[src/rtl/mac_pkg.sv]
// Shared types and arithmetic for the time-multiplexed MAC array.
`define LANE_SLICE(v, l, w) v[(l)*(w) +: (w)]

package mac_pkg;

  typedef enum logic [2:0] {
    S_IDLE,
    S_CLEAR,
    S_ACCUM,
    S_FLUSH,
    S_DRAIN,
    S_DONE
  } state_t;

  localparam int SAT_W = 64;

  // Adds two sign-extended aw-bit values; returns {overflow, result} with the
  // result either clamped to the aw-bit range or wrapped modulo 2^aw.
  function automatic logic [SAT_W:0] sat_add(input logic signed [SAT_W-1:0] a,
                                             input logic signed [SAT_W-1:0] b,
                                             input int aw,
                                             input logic sat);
    logic signed [SAT_W:0] s, hi, lo;
    logic [SAT_W-1:0] r, span;
    logic o;
    s    = (SAT_W+1)'(a) + (SAT_W+1)'(b);
    hi   = ((SAT_W+1)'(1) <<< (aw - 1)) - (SAT_W+1)'(1);
    lo   = -hi - (SAT_W+1)'(1);
    span = SAT_W'(1) << aw;
    o    = (s > hi) || (s < lo);
    if (!o)
      r = s[SAT_W-1:0];
    else if (sat)
      r = (s > hi) ? hi[SAT_W-1:0] : lo[SAT_W-1:0];
    else if (s > hi)
      r = s[SAT_W-1:0] - span;
    else
      r = s[SAT_W-1:0] + span;
    return {o, r};
  endfunction

endpackage

[src/rtl/mac_lane.sv]
// One MAC lane: product register, NUM_ACC-deep accumulator bank, saturation
// and overflow detection, and a drain read port with same-cycle write bypass.
module mac_lane
  import mac_pkg::*;
#(
  parameter int NUM_ACC = 4,
  parameter int W       = 8,
  parameter int ACC_W   = 16,
  parameter int SAT     = 1,
  localparam int TW     = (NUM_ACC > 1) ? $clog2(NUM_ACC) : 1
) (
  input  logic                    clk,
  input  logic                    rst,
  input  logic                    clr,
  input  logic                    mul_en,
  input  logic signed [W-1:0]     x,
  input  logic signed [W-1:0]     w,
  input  logic                    add_en,
  input  logic [TW-1:0]           add_idx,
  input  logic [TW-1:0]           rd_idx,
  output logic signed [ACC_W-1:0] rd_data,
  output logic                    add_ovf
);

  logic signed [2*W-1:0]   prod_q;
  logic signed [ACC_W-1:0] acc [NUM_ACC];
  logic [SAT_W:0]          sum;
  logic signed [ACC_W-1:0] sum_acc;
  logic [SAT_W-1-ACC_W:0]  sum_unused;

  always_ff @(posedge clk or posedge rst) begin
    if (rst)
      prod_q <= '0;
    else if (mul_en)
      prod_q <= (2*W)'(x) * (2*W)'(w);
  end

  assign sum        = sat_add(SAT_W'(acc[add_idx]), SAT_W'(prod_q), ACC_W, SAT != 0);
  assign sum_acc    = sum[ACC_W-1:0];
  assign sum_unused = sum[SAT_W-1:ACC_W];
  assign add_ovf    = add_en & sum[SAT_W];

  // Contents are don't-care across reset: every job starts with a clear.
  always_ff @(posedge clk) begin
    if (clr) begin
      for (int i = 0; i < NUM_ACC; i++) acc[i] <= '0;
    end else if (add_en) begin
      acc[add_idx] <= sum_acc;
    end
  end

  // Bypass lets the drain load row 0 in the same cycle its final add lands.
  assign rd_data = (add_en && add_idx == rd_idx) ? sum_acc : acc[rd_idx];

endmodule

[src/rtl/mac_array_mv.sv]
// y = W*x for n <= LANES*NUM_ACC using per-lane accumulator banks, one tile of
// LANES rows per pass over x; results drain row by row on a valid/ready stream.
module mac_array_mv
  import mac_pkg::*;
#(
  parameter int LANES   = 4,
  parameter int NUM_ACC = 4,
  parameter int W       = 8,
  parameter int ACC_W   = 16,
  parameter int SAT     = 1,
  localparam int NMAX   = LANES * NUM_ACC,
  localparam int NW     = $clog2(NMAX + 1),
  localparam int RW     = (NMAX > 1) ? $clog2(NMAX) : 1,
  localparam int TW     = (NUM_ACC > 1) ? $clog2(NUM_ACC) : 1,
  localparam int LW     = (LANES > 1) ? $clog2(LANES) : 1
) (
  input  logic               clk,
  input  logic               rst,
  input  logic               start,
  input  logic [NW-1:0]      n_dim,
  input  logic               in_valid,
  output logic               in_ready,
  input  logic [W-1:0]       in_x,
  input  logic [LANES*W-1:0] in_w,
  output logic               out_valid,
  input  logic               out_ready,
  output logic [ACC_W-1:0]   out_data,
  output logic [RW-1:0]      out_row,
  output logic               busy,
  output logic               done,
  output logic               err,
  output logic               ovf
);

  state_t                  state, state_nx;
  logic [NW-1:0]           n_q, col;
  logic [TW-1:0]           tile, tile_last, p_tile, rd_tile;
  logic                    p_vld, err_q;
  logic [RW-1:0]           nxt_row;
  logic [LW-1:0]           rd_lane;
  logic signed [ACC_W-1:0] rd_data [LANES];
  logic [LANES-1:0]        lane_ovf;
  logic                    start_ok, in_fire, out_fire, col_last, last_beat, last_row;

  assign start_ok  = (state == S_IDLE) && start;
  assign in_ready  = (state == S_ACCUM);
  assign in_fire   = in_valid && in_ready;
  assign out_fire  = out_valid && out_ready;
  assign tile_last = TW'((32'(n_q) - 1) / LANES);
  assign col_last  = (col == n_q - NW'(1));
  assign last_beat = in_fire && col_last && (tile == tile_last);
  assign last_row  = (out_row == RW'(n_q - NW'(1)));
  assign busy      = (state != S_IDLE) && (state != S_DONE);
  assign done      = (state == S_DONE);
  assign err       = done && err_q;

  always_ff @(posedge clk or posedge rst) begin
    if (rst) state <= S_IDLE;
    else     state <= state_nx;
  end

  always_comb begin
    state_nx = state;
    case (state)
      S_IDLE:  if (start) state_nx = (n_dim == '0 || n_dim > NW'(NMAX)) ? S_DONE : S_CLEAR;
      S_CLEAR: state_nx = S_ACCUM;
      S_ACCUM: if (last_beat) state_nx = S_FLUSH;
      S_FLUSH: state_nx = S_DRAIN;
      S_DRAIN: if (out_fire && last_row) state_nx = S_DONE;
      S_DONE:  state_nx = S_IDLE;
      default: state_nx = S_IDLE;
    endcase
  end

  // Drain read address: row 0 while flushing, otherwise the row after the one on display.
  assign nxt_row = (state == S_DRAIN) ? out_row + RW'(1) : '0;
  assign rd_tile = TW'(32'(nxt_row) / LANES);
  assign rd_lane = LW'(32'(nxt_row) % LANES);

  always_ff @(posedge clk or posedge rst) begin
    if (rst) begin
      n_q       <= '0;
      err_q     <= 1'b0;
      ovf       <= 1'b0;
      tile      <= '0;
      col       <= '0;
      p_vld     <= 1'b0;
      p_tile    <= '0;
      out_valid <= 1'b0;
      out_data  <= '0;
      out_row   <= '0;
    end else begin
      p_vld  <= in_fire;
      p_tile <= tile;
      if (start_ok) begin
        n_q   <= n_dim;
        err_q <= (n_dim > NW'(NMAX));
      end
      if (start_ok || state == S_CLEAR) ovf <= 1'b0;
      else if (|lane_ovf)               ovf <= 1'b1;
      if (state == S_CLEAR) begin
        tile <= '0;
        col  <= '0;
      end else if (in_fire) begin
        if (col_last) begin
          col  <= '0;
          tile <= tile + TW'(1);
        end else begin
          col <= col + NW'(1);
        end
      end
      if (state == S_FLUSH) begin
        out_valid <= 1'b1;
        out_data  <= rd_data[rd_lane];
        out_row   <= '0;
      end else if (state == S_DRAIN && out_fire) begin
        if (last_row) begin
          out_valid <= 1'b0;
        end else begin
          out_row  <= nxt_row;
          out_data <= rd_data[rd_lane];
        end
      end
    end
  end

  for (genvar l = 0; l < LANES; l++) begin : g_lane
    mac_lane #(
      .NUM_ACC(NUM_ACC),
      .W      (W),
      .ACC_W  (ACC_W),
      .SAT    (SAT)
    ) u_lane (
      .clk    (clk),
      .rst    (rst),
      .clr    (state == S_CLEAR),
      .mul_en (in_fire),
      .x      (in_x),
      .w      (`LANE_SLICE(in_w, l, W)),
      .add_en (p_vld),
      .add_idx(p_tile),
      .rd_idx (rd_tile),
      .rd_data(rd_data[l]),
      .add_ovf(lane_ovf[l])
    );
  end

endmodule

[config.mk]
export PLATFORM = sky130hd
export DESIGN_NAME = mac_array_mv
export DESIGN_NICKNAME = d
export VERILOG_FILES = /design/src/rtl/mac_pkg.sv /design/src/rtl/mac_lane.sv /design/src/rtl/mac_array_mv.sv
export SDC_FILE = /design/constraint.sdc
export NUM_CORES = 2
export LEC_CHECK = 0
export CAP_MARGIN = 20
export CELL_PAD_IN_SITES_DETAIL_PLACEMENT = 1
export CELL_PAD_IN_SITES_GLOBAL_PLACEMENT = 2
export CORE_MARGIN = 4
export CORE_UTILIZATION = 43
export DETAILED_ROUTE_END_ITERATION = 12
export GPL_TIMING_DRIVEN = 0
export PLACE_DENSITY = 0.8
export SLEW_MARGIN = 20
export SYNTH_ARGS = -nofsm -noshare
export SYNTH_HDL_FRONTEND = slang
export SYNTH_HIERARCHICAL = 1
export SYNTH_SLANG_ARGS = --single-unit
[constraint.sdc]
create_clock -name clk -period 6.03 [get_ports clk]
set_input_delay 1.5075 -clock clk [delete_from_list [all_inputs] [get_ports clk]]
set_output_delay 1.5075 -clock clk [all_outputs]
set_load 0.1 [all_outputs]
Word-level counts from Yosys, hierarchy flattened --
Memory sizes are Yosys's and may differ from the RTL's. Cells that the tools add are included.
Operators by class: add/subtract/negate cells 9, $mul 4, order comparisons 10, equality and inequality tests 14, mux-type cells 55, bitwise operators 5, reduce and logical (&&, ||, !) cells 33
Operator list (count):
- $mux W16 | 21
- $add A16 B16 Y17 | 4
- $gt A17 B16 Y1 const B | 4
- $lt A17 B16 Y1 const B | 4
- $mul A8 B8 Y16 | 4
- $reduce_or A16 Y1 | 4
- $bmux W16 S2 | 1
- $mux W4 | 4
- $mux W5 | 3
- $pmux W3 S5 | 1
- $mux W1 | 14
- $mux W2 | 7
- $mux W3 | 4
- $logic_and A1 B1 Y1 | 10
- $reduce_bool A2 Y1 | 5
- $eq A3 B2 Y1 const B | 2
- $eq A3 B3 Y1 const B | 2
- $logic_or A1 B1 Y1 | 6
- $reduce_and A2 Y1 | 3
- $add A5 B1 Y5 const B | 1
- $eq A5 B5 Y1 | 1
- $gt A5 B5 Y1 const B | 1
- $logic_not A5 Y1 | 1
- $sub A5 B1 Y5 const B | 1
- 16 further kinds | 22
Storage, ports and cells: bits in registers 105, memory bits (writable) 256, bits of input ports 50, output and inout bits 26, word-level logic and storage cells 149, memories kept 4
Memories:
- g_lane[0].u_lane.acc | words 4, bits a word 16, rd ports 2, clocked after Yosys merged registers in 0, write ports 4, RTL line mac_lane.sv:26 | logic signed [ACC_W-1:0] acc [NUM_ACC];
- g_lane[1].u_lane.acc | words 4, bits a word 16, rd ports 2, clocked after Yosys merged registers in 0, write ports 4, RTL line mac_lane.sv:26
- g_lane[2].u_lane.acc | words 4, bits a word 16, rd ports 2, clocked after Yosys merged registers in 0, write ports 4, RTL line mac_lane.sv:26
- g_lane[3].u_lane.acc | words 4, bits a word 16, rd ports 2, clocked after Yosys merged registers in 0, write ports 4, RTL line mac_lane.sv:26

Logic depth before layout (Yosys ltp) --
An unclocked memory read counts as a cell.
word-level depth 12, mapped depth 18, gate-level depth less buffers 18

Modules after synthesis --
The synthesis kept the hierarchy.
Modules (own cells, without submodules):
- mac_lane at g_lane[2].u_lane ... | instances 2, cells an instance 677, area each 7183.1 um^2, sequential area each 2322.2 um^2
- mac_lane at g_lane[0].u_lane | instances 1, cells an instance 679, area each 7487.2 um^2, sequential area each 2322.2 um^2
- mac_lane at g_lane[1].u_lane | instances 1, cells an instance 677, area each 7379.6 um^2, sequential area each 2322.2 um^2
- mac_array_mv | instances 1, cells an instance 264, area each 2743.9 um^2, sequential area each 1026.0 um^2

Least setup slack after synthesis --
No wires, ideal clock.
path type input-to-reg, from input in_x[7], to register g_lane[0].u_lane.prod_q[15], setup time 0.139 ns, arrival 5.334 ns, required time 5.891 ns, slack 0.557 ns, cell stages on the path 15, buffers on the path 0, cells stage by stage nand2_1 > inv_1 > fa_1 > inv_1 > fa_1 > fa_1 > fa_1 > inv_1 > ha_1 > and3_1 > a311oi_1 > o21bai_1 > a21oi_1 > xnor2_1 > a21oi_1
On the way: cells in the longest elaborated chain, start to end 1
Ends and longest elaborated chain:
- start: declaration | RTL line mac_array_mv.sv:23 | input logic [W-1:0] in_x,
- $mul A8 B8 Y16 | RTL line mac_lane.sv:35 | prod_q <= (2*W)'(x) * (2*W)'(w);
- end signal: assignment | RTL line mac_lane.sv:35
- end: declaration | RTL line mac_lane.sv:25 | logic signed [2*W-1:0] prod_q;
No other way between the ends. A chain may end at the register's enable or synchronous reset.

==> results.txt <==
* Async set or reset register ratio after synthesis: 29.09%
* Flops & latches, synth: 361
- Highest attainable clock frequency: 169.7 MHz
- Nets@finish: 3,565
* Number of post-CTS setup repair buffers: 0
- The setup path with the least slack is of type register to register.
- Clock skew on the completed layout was measured at approximately 0.024 ns.
- Library cell contributing the largest single delay on the critical path: sky130_fd_sc_hd__dfrtp_4
* Worst Setup Start Kind: register
- Highest-count cells in the layout ignoring fill and taps: sky130_fd_sc_hd__inv_1, sky130_fd_sc_hd__edfxtp_1, sky130_fd_sc_hd__nor2_1
- Routability-driven placement finished with a final weighted congestion of 0.9687.
- The number of antenna violations at the first check in global routing was 2.
* Number of placed cells counting well taps: 4,022
* Synthesized instance count: 2,974
- The Yosys step of the flow raised 6 warnings.
- In this run the number of H-tree levels came out at 2.
* Die span in x: 280.7 um
- Data arrival time of the critical path: 6.36 ns
* Worst hold slack after final layout: 0.4274 ns
* Max Slew Vio Count: 0
- CTS placed an instance of sky130_fd_sc_hd__clkbuf_16 at the clock tree root.
- The filler cells instantiated in the layout total 7,970.
- Critical Path Sink Type: register
- Result of the run: complete, no violations
- Summing every instance area after synthesis gives 31,980 um^2.
* Vias after detailed routing: 24,114
- Clock tree synthesis found a total of 361 sinks.
- The number of global-route vias before repair was 26,270.
* Post-detailed-route via-to-cell ratio: ~6
* CP Max Fanout: 16
* Placement-stage worst setup slack: -0.5910 ns
- The most used flip-flop cell after synthesis is sky130_fd_sc_hd__edfxtp_1.
- Register area share after synthesis: 32.26%
* Path class of the lowest-slack min-delay path: register to register
* Layout overhead on the synthesized area: 11.69%
- Maximum number of pins on one net before global-route repair: 33
- Final WS setup: 0.1387 ns
- For the pin with the worst max-slew slack, the measured transition is 1.085 ns.
- Area of all sequential standard cells: 10,320 um^2
- The floorplan has 99 rows.
* DRC errors left: 0
- In this run the power density over the cells is 565.4 nW/um^2.
- List of cells traversed by the critical path: buf_2 -> mux4_2 -> ha_1 -> fa_1 -> a211oi_2 -> o211ai_2 -> a2111oi_2 -> o31a_1 -> o22ai_1 -> nand2b_1 -> buf_2 -> nor2_1 -> o21ai_0 -> nand3b_1 -> o21ai_0 -> a21oi_1 -> mux2_2
- The number of failing hold endpoints at the final stage came to 0.
- After synthesis, the netlist uses 96 different library cells.
- For this run, the detailed router's first-pass iteration total came to 5.
* DIE AREA: 78,790 um^2
* Die Ht: 280.7 um
- The library cell used most frequently in the layout, excluding fill and tap cells, is sky130_fd_sc_hd__inv_1.
- Leakage power total: 14.52 nW
- Summing all multi-input logic gate instances after layout gives 19,890 um^2.
* Max-capacitance violation count: 0
- After clock tree synthesis, the clock-pin slew on the worst setup and hold paths is about 0.060 ns.
- Summed over all nets, the half-perimeter wirelength after detailed placement is 75,370 um.
* Aggregate negative setup slack: 0 ns
- Diodes inserted: 0
- Wires add up to 97,410 um.
* Area of the core region: around 73,000 um^2
- Overall power of the completed layout: 20.19 mW
- Antenna-violating nets left: 0
- The largest single stage delay on the critical path is ~0.64 ns.
* GRT Util Overall: 24.90%
- Setup violations remaining at the end of the flow were counted as 0.
- The first global-routing pass estimated 153,000 um of wire.
- CTS tree: done
- After global routing the overflow that remains totals 0.
- Slew headroom: 27.66%
- Starting Density: between 40% and 50%
- Final clock period utilization by the worst path: between 90 and 100%
* Fraction of final layout cells with drive strength greater than 1: 14.29%
- Clock latency on the worst-skew pair, taken at its later pin, is 0.59 ns.
- Counting every net in the synthesized netlist gives 3,432.
- Number of synthesized flops with an enable pin: ~260
- WL/cell: 23.76 um
- For this run, the number of standard cells in the final layout without fillers is 4,100.
* First-iteration detailed-routing DRC count: 1,810
- The clock passes through at most 3 buffers.
* Min cycle time layout: 5.891 ns
* Boundary Pins: 76
* Clock buffers created by TritonCTS: between 40 and 50
* IO buf count: 75
- Crit path required time: ~6.5 ns
- Peak ir drop on the vdd network: 0.0004225 V
- In this run the mean area of a mapped cell was around 11 um^2.
[report_power, final]
group          leakage (nW)  total [mW]  switching (mW)  internal (mW)
logic                  10.1        13.4            8.67           4.76
clock network         0.683        2.63            1.10           1.53
registers              3.73        4.14           0.499           3.64
[cell usage after synthesis, types with 9 or more instances]
master	n	area, um^2
sky130_fd_sc_hd__nor3_1	48	240.2
sky130_fd_sc_hd__a211oi_1	19	142.6
sky130_fd_sc_hd__edfxtp_1	256	7687
sky130_fd_sc_hd__buf_1	20	75.07
sky130_fd_sc_hd__xnor2_1	88	770.7
sky130_fd_sc_hd__dfrtp_1	105	2628
sky130_fd_sc_hd__a31oi_1	13	81.33
sky130_fd_sc_hd__a311oi_1	17	148.9
sky130_fd_sc_hd__o21ai_0	103	515.5
sky130_fd_sc_hd__clkbuf_1	71	266.5
sky130_fd_sc_hd__o211ai_1	12	90.09
sky130_fd_sc_hd__mux2_4	9	135.1
sky130_fd_sc_hd__a211oi_2	9	112.6
sky130_fd_sc_hd__o31ai_1	22	165.2
sky130_fd_sc_hd__nand3b_1	22	165.2
sky130_fd_sc_hd__a21boi_0	9	67.56
sky130_fd_sc_hd__nor2b_1	18	112.6
sky130_fd_sc_hd__or2_2	13	81.33
sky130_fd_sc_hd__fa_1	224	4484
sky130_fd_sc_hd__a311oi_2	12	180.2
sky130_fd_sc_hd__nand2_1	193	724.4
sky130_fd_sc_hd__nand2b_1	60	375.4
sky130_fd_sc_hd__inv_1	339	1272
sky130_fd_sc_hd__mux4_2	128	2883
sky130_fd_sc_hd__or3_1	10	62.56
sky130_fd_sc_hd__a21o_1	29	217.7
sky130_fd_sc_hd__and2_1	156	975.9
sky130_fd_sc_hd__xor2_1	24	210.2
sky130_fd_sc_hd__nor2_1	249	934.7
sky130_fd_sc_hd__buf_2	24	120.1
sky130_fd_sc_hd__o22ai_1	109	681.9
sky130_fd_sc_hd__nand3_1	37	185.2
sky130_fd_sc_hd__a21oi_1	116	580.6
sky130_fd_sc_hd__ha_1	184	2302
sky130_fd_sc_hd__o21a_1	21	157.7
sky130_fd_sc_hd__mux2_2	63	709.4
[cells by family after synthesis]
family                   synth area share [%]
AO/OA/AOI/OAI                           12.11
XOR/XNOR                                3.283
adder cells (fa/ha/maj)                 21.22
buffers and inverters                   5.873
flip-flops                              32.26
multiplexers                            11.75
AND/OR/NAND/NOR                         13.51
[what timing repair did]
action                                  in CTS  in global routing
hold buffers                                 0                  0
endpoints found under the setup margin      18                 25
gates resized for setup                     17                 46
[critical path: cells and delay by family, from the launching register on]
kind            cells  cell delay, ns
compound gates      8            1.75
mux                 2            0.88
simple gates        3            1.07
fa+ha+maj           2            0.74
buf+inv             2            0.68
flops               1            0.64
[layout make-up]
class                      count  share of cell area, %
buffer                       129                  1.780
clock buffer                  49                  3.163
clock inverter                29                 0.7672
inverter                     340                  3.573
multi-input combinational   2144                  55.68
sequential                   361                  28.90
tap                          959                  3.360
timing repair buffer          89                  2.782
[per-stage QoR]
stage	cell area (um^2)	util (%)
finish	35720	48.71
global route	35720	48.71
CTS	35620	48.58
detailed placement	34170	46.60
global placement	33930	46.27
floorplan	31980	-
[per-layer routing]
metal | share of wire [%] | GRT usage (%)
met4 | 2.9 | 7.082
met3 | 6.3 | 3.672
met5 | 0.013 | 0
met2 | 47 | 41.51
met1 | 43 | 34.14
[sequential cells by signal, summed over array words and instances, names as in the netlist, 2 cells and up]
signal	flops
g_lane.u_lane/prod_q	64
out_row	4
state	3
col	5
g_lane.u_lane/acc	256
tile	2
p_tile	2
out_data	16
n_q	5
[final timing paths]
check | startpoint | slack [ns] | depth (start not counted) | endpoint
worst max-delay path | p_tile[0] | 0.14 | 17 | out_data[12]
worst min-delay path | tile[0] | 0.43 | 0 | p_tile[0]
worst max register to register | p_tile[0] | 0.14 | 17 | out_data[12]
worst min register to register | tile[0] | 0.43 | 0 | p_tile[0]
max in group asynchronous | rst | 3.61 | 3 | p_tile[0]
min in group asynchronous | rst | 1.92 | 2 | out_row[2]
Power figures use the tool's default switching activity.
